File: src/rtl/multi_cycle_control.sv
// Sequenced controller: fetches instructions over valid/ready into an IR and
// steps ALU, load/store and branch instructions, with memory timeout and sticky fault.
module multi_cycle_control #(
   parameter int unsigned IW           = 9,
   parameter int unsigned OPW          = 3,
   parameter int unsigned MEM_WAIT_MAX = 15
) (
   input  logic           clk,
   input  logic           rst_n,
   input  logic           init,
   input  logic           instr_valid,
   output logic           instr_ready,
   input  logic [IW-1:0]  instruction,
   input  logic           mem_ack,
   output logic [OPW-1:0] OP,
   output logic           writeEnable,
   output logic           memRead,
   output logic           memWrite,
   output logic           branch,
   output logic           ALUSrc,
   output logic           MemToReg,
   output logic           pc_en,
   output logic           busy,
   output logic           fault
);

   localparam int unsigned CW = $clog2(MEM_WAIT_MAX + 1);

   localparam logic [OPW-1:0] OP_LW = OPW'(5);
   localparam logic [OPW-1:0] OP_SW = OPW'(6);
   localparam logic [OPW-1:0] OP_BR = OPW'(7);
   localparam logic [CW-1:0]  CNT_LAST = CW'(MEM_WAIT_MAX - 1);

   typedef enum logic [2:0] {
      S_IDLE  = 3'd0,
      S_FETCH = 3'd1,
      S_EXEC  = 3'd2,
      S_MEM   = 3'd3,
      S_BR    = 3'd4,
      S_FAULT = 3'd5
   } state_t;

   state_t          state_q, state_d;
   logic [IW-1:0]   ir_q, ir_d;
   logic [CW-1:0]   cnt_q, cnt_d;
   logic            fault_q, fault_d;

   logic [OPW-1:0]  fetch_op;
   logic            fetch_illegal;
   logic            ir_is_lw;

   assign fetch_op      = instruction[IW-1 -: OPW];
   // Any bit above the low three makes the opcode illegal; empty for OPW == 3.
   assign fetch_illegal = |(fetch_op >> 3);
   assign ir_is_lw      = (ir_q[IW-1 -: OPW] == OP_LW);

   always_ff @(posedge clk or negedge rst_n) begin
      if (!rst_n) begin
         state_q <= S_IDLE;
         ir_q    <= '0;
         cnt_q   <= '0;
         fault_q <= 1'b0;
      end else begin
         state_q <= state_d;
         ir_q    <= ir_d;
         cnt_q   <= cnt_d;
         fault_q <= fault_d;
      end
   end

   always_comb begin
      state_d = state_q;
      ir_d    = ir_q;
      cnt_d   = cnt_q;
      unique case (state_q)
         S_IDLE:  state_d = S_FETCH;
         S_FETCH: begin
            if (instr_valid) begin
               ir_d  = instruction;
               cnt_d = '0;
               if (fetch_illegal)
                  state_d = S_FAULT;
               else if (fetch_op == OP_BR)
                  state_d = S_BR;
               else if (fetch_op == OP_LW || fetch_op == OP_SW)
                  state_d = S_MEM;
               else
                  state_d = S_EXEC;
            end
         end
         S_EXEC:  state_d = S_FETCH;
         S_BR:    state_d = S_FETCH;
         S_MEM: begin
            if (mem_ack)
               state_d = S_FETCH;
            else if (cnt_q == CNT_LAST)
               state_d = S_FAULT;
            else
               cnt_d = cnt_q + CW'(1);
         end
         S_FAULT: state_d = S_FAULT;
         default: state_d = S_IDLE;
      endcase
      if (init) begin
         state_d = S_IDLE;
         ir_d    = ir_q;
         cnt_d   = '0;
      end
      fault_d = (state_d == S_FAULT);
   end

   always_comb begin
      instr_ready = 1'b0;
      writeEnable = 1'b0;
      memRead     = 1'b0;
      memWrite    = 1'b0;
      branch      = 1'b0;
      ALUSrc      = 1'b0;
      MemToReg    = 1'b0;
      pc_en       = 1'b0;
      unique case (state_q)
         S_FETCH: instr_ready = 1'b1;
         S_EXEC: begin
            writeEnable = 1'b1;
            pc_en       = 1'b1;
         end
         S_BR: begin
            branch = 1'b1;
            pc_en  = 1'b1;
         end
         S_MEM: begin
            ALUSrc = 1'b1;
            pc_en  = mem_ack;
            if (ir_is_lw) begin
               memRead     = 1'b1;
               MemToReg    = 1'b1;
               writeEnable = mem_ack;
            end else begin
               memWrite = 1'b1;
            end
         end
         default: ;
      endcase
      if (init) begin
         instr_ready = 1'b0;
         writeEnable = 1'b0;
         memRead     = 1'b0;
         memWrite    = 1'b0;
         branch      = 1'b0;
         ALUSrc      = 1'b0;
         MemToReg    = 1'b0;
         pc_en       = 1'b0;
      end
   end

   assign OP    = ir_q[IW-1 -: OPW];
   assign busy  = (state_q == S_EXEC) || (state_q == S_MEM) || (state_q == S_BR);
   assign fault = fault_q;

endmodule

File: config.mk
export PLATFORM = sky130hd
export DESIGN_NAME = multi_cycle_control
export DESIGN_NICKNAME = d
export VERILOG_FILES = /design/src/rtl/multi_cycle_control.sv
export SDC_FILE = /design/constraint.sdc
export NUM_CORES = 1
export LEC_CHECK = 0
export CORE_AREA = 2 2 39 41
export DETAILED_ROUTE_END_ITERATION = 16
export DIE_AREA = 0 0 41 43
export DONT_BUFFER_PORTS = 1
export GPL_TIMING_DRIVEN = 1
export PLACE_DENSITY = 0.66
export SYNTH_ARGS = -nofsm -noshare
export SYNTH_HDL_FRONTEND = slang
export SYNTH_SLANG_ARGS = --single-unit
File: constraint.sdc
create_clock -name clk -period 1.3 [get_ports clk]
set_clock_uncertainty 0.1 [all_clocks]
set_input_delay 0.13 -clock clk [delete_from_list [all_inputs] [get_ports clk]]
set_output_delay 0.13 -clock clk [all_outputs]
set_load 0.05 [all_outputs]
==> reports/metrics.cfg, run 1 <==
[floorplanning]
start_util_pct=47.20
io_pins=27
std_cell_rows=14
die-width_um=41
fp.dieH_um=43

[synthesis]
synth-seq-cells=11
synth.area.top_cells=dfrtp_1 42%, mux2_2 5.2%, nand4bb_1 5.2%, ha_1 3.8%, a21oi_1 3.1%
synth.top_cell.area_share_pct=42.15
synth_commonest_cells=11 x dfrtp_1, 5 x inv_1, 5 x nor2_1
syn-mean-instance-area_sq_um=9.748
synthCells=67
syn_nets=83
synth_area_leader_cell=dfrtp_1
syn-cell-area_sq_um=653.1
ys_warn_count=0
synth_most_common_cell=dfrtp_1
async_flop_share_pct=100.0
synthFlopType=dfrtp_1
seq_area_frac_synth_pct=42.15
synth_cell_type_count=31
synth_edf_count=0

[status]
status=did not finish
firstError=[ERROR DPL-0033] detailed placement checks failed during check placement.
haltStage=global routing (5_1_grt)

[timing]
worst_endpoint=pc_en
endpoint_type=top-level output

[clock_tree]
cts_htree_levels=1
cts_max_path_buffers=2
clockRootBuffer=clkbuf_4
cts_buffers=3
cts.sinks=11

[placement]
post-place-ws_ns=-0.1363
gp_congestion=0.6983
dp.final_hpwl_mm=1.253
io_buffer_count=0

[global_route]
grt_max_degree=12
antenna_found_initial=0

==> kinds of logic after synthesis <==
group,after synthesis,synth area share (%)
muxes,3,5.172
DFF,11,42.14
adders and majority gates,2,3.831
buffers and inverters,8,5.363
xor gates and xnor gates,1,1.341
AOI/OAI and AO/OA,18,19.16
and+or+nand+nor,24,22.99
==> per-stage QoR <==
| stage | std cells | cell area (sq um) | hold WS (ns) |
|---|---|---|---|
| floorplan | 67 | 769.5 | -0.2656 |
| global placement | 106 | 1051 | -0.2653 |
| detailed placement | 106 | 1051 | -0.2653 |
| CTS | 121 | 1244 | 0.02595 |
==> timing repair <==
item / CTS
setup buffers: 5
gates resized for setup: 19
hold endpoints to repair: 20
endpoints found under the setup margin: 18
pin swaps: 7
hold buffers: 6
==> inputs of run 2 (changes only) <==
- CORE_AREA: 2 2 39 41 -> 2 2 63 65
- DIE_AREA: 0 0 41 43 -> 0 0 65 67
- PLACE_DENSITY: 0.66 -> not set
- PLACE_DENSITY_LB_ADDON: not set -> 0.15
- clock period: 1.3 -> 1.7 ns (I/O delays scaled with it)
==> run 2 against run 1 <==
The flow now finishes, with violations (negative setup slack). Synthesized area unchanged. Synthesized cell count unchanged.
==> reports/metrics.cfg, run 2 <==
[status]
status=finished, violations left
failed_checks=negative setup slack

[clock_tree]
cts_tree=built
cts_buffers=3
clk_pin_slew_ns=0.05
clockRootBuffer=clkbuf_8
cts.sinks=11
cts_htree_levels=1
clk_latency_ns=0.23
cts_max_path_buffers=2

[synthesis]
synth-seq-cells=11
ys_warn_count=0
syn-mean-instance-area_sq_um=9.748
synth.area.top_cells=dfrtp_1 42%, mux2_2 5.2%, nand4bb_1 5.2%, ha_1 3.8%, a21oi_1 3.1%
syn-cell-area_sq_um=653.1
synth_edf_count=0
synth.top_cell.area_share_pct=42.15
synth_commonest_cells=11 x dfrtp_1, 5 x inv_1, 5 x nor2_1
synth_area_leader_cell=dfrtp_1
synth_cell_type_count=31
async_flop_share_pct=100.0
synthCells=67
seq_area_frac_synth_pct=42.15
synthFlopType=dfrtp_1
synth_most_common_cell=dfrtp_1
syn_nets=83

[timing]
finalHoldViolCount=0
finalCritPeriodShare_pct=100.3
tns_ns=-0.005810
finalMaxSlewViolations=0
period_needed_ns=1.706
setup_viol=1
whs_ns=0.02491
setup_ws_ns=-0.005810
rsz0062_at_grt=yes
worst_pin_slew_ns=0.5413
relSlewSlack_pct=63.80
fmax_mhz=586.2

[floorplanning]
core_sq_um=3606
fp.dieH_um=67
std_cell_rows=22
die-width_um=65
start_util_pct=18.11
io_pins=27
dieArea_sq_um=4355

[worst_setup_path]
cp.required_ns=1.43
rr_startpoint=state_q[2]
worst_setup_path_end_kind=output pin
worstReg2RegEnd=ir_q[7]
crit_type=flip-flop to output pin
startpoint=state_q[2]
critPathCapture=pc_en
cp_cell_sequence=or2b_4 > o21bai_4 > a21oi_2 > buf_12
critPathMaxStageDelay_ns=0.42
crit_family=flip-flops
arrival_ns=1.44
start_kind=flip-flop
critPathBufInv=1
r2r_setup_slack_ns=0.08
crit_slowest_cell=dfrtp_1
cp_max_fo=4
reg2regPathDepth=4
cp.depth=4

[layout]
final_common_cell=buf_4
layout_common_cells=16 x buf_4, 7 x dfrtp_1, 4 x inv_1, 4 x dlygate4sd3_1, 4 x dfrtp_2
num-nets-final=109
largestRegisters=cnt_q: 4 flops, ir_q: 3 flops, state_q: 3 flops
largest-register=cnt_q
layout-drive-gt1-share_pct=48.91
largest_reg_flops=4
syn2layout_area_growth_pct=59.39
instances_no_fill=140
antenna_cells=0

[placement]
dpl.cell_count=129
post-place-ws_ns=0.09451
io_buffer_count=0
dp.final_hpwl_mm=1.238
gp_congestion=0.7754

[routing]
avgRoutedWirePerCell_um=12.52
vias=582
drc=0
wl_mm=1.753
routed_via_density=4.157
firstDrtPassIters=5
drt-initial-drc-count=20
wl_met3_um=114
top_layer=met4
wl_met1_um=735
wl_met2_um=862
ant_nets=0

[global_route]
first_global_vias=603
gr-total-overflow=0
grt_max_degree=12
grt_pass1_wl_mm=2.746
grt_use_total_pct=8.476
antenna_found_initial=0

[pwr]
worst_ir_drop_vdd_uv=153.0
power.total_uw=793.0
p_per_area_nw_per_um2=761.8
leakagePower_uw=0.0004354

[min_path]
min_path_type=input port to flip-flop

[run]
cap_viol_max_count=0

-- run 2: cell counts after synthesis --
Identical to the previous run, type by type.
-- run 2: where the power goes --
group,switching (uW),internal (uW)
clock network,95.6,164
logic,141,89.5
registers,15.5,287
-- run 2: through the flow --
step | utilization (%) | area (sq um)
after global routing | 28.87 | 1041
after floorplan | - | 679.4
after global placement | 24.29 | 875.8
after detailed placement | 24.29 | 875.8
after CTS | 27.17 | 979.7
final | 28.87 | 1041
-- run 2: timing repair --
item | CTS | global route
hold buffers | 4 | 0
buffers inserted | 2 | 1
resized for setup | 2 | 11
endpoints found under the hold margin | 15 | 0
setup endpoints to repair | 2 | 8
pin swaps | 1 | 0
-- run 2: worst min-delay path by stage --
stage / startpoint / endpoint / slack (ns) / cells after the start
2_1_floorplan: rst_n / cnt_q[0] / -0.23 / 0
3_3_place_gp: rst_n / cnt_q[0] / -0.23 / 0
3_5_place_dp: rst_n / cnt_q[0] / -0.23 / 0
4_1_cts: init / state_q[2] / 0.02 / 2
5_1_grt: init / state_q[1] / 0.04 / 2
6_report: init / state_q[2] / 0.02 / 2
-- run 2: layout make-up --
class                   count  area, sq um
inverters                   5        18.77
multi-input cells          48        414.1
repair buffers             24        222.7
flip-flops and latches     11        280.3
well taps                  48        60.06
clock buffers               4        45.04
fillers                   396         2565
-- run 2: cells by family (layout without fill, tap and decap cells) --
group	after synthesis	count (layout)	share of synthesized area (%)
AND/OR/NAND/NOR	24	24	22.99
AO/OA/AOI/OAI	18	18	19.16
flip-flops	11	11	42.14
buffers and inverters	8	33	5.363
multiplexers	3	3	5.172
adder cells (fa/ha/maj)	2	2	3.831
XOR/XNOR	1	1	1.341
-- run 2: layer usage --
| metal | GRT usage (%) | vias up |
|---|---|---|
| met5 | 0 | - |
| met4 | 6.383 | 0 |
| met2 | 13.27 | 17 |
| met1 | 10.00 | 271 |
| met3 | 2.027 | 2 |
| li1 | - | 292 |
No activity file was read; power rests on OpenSTA's default activity.
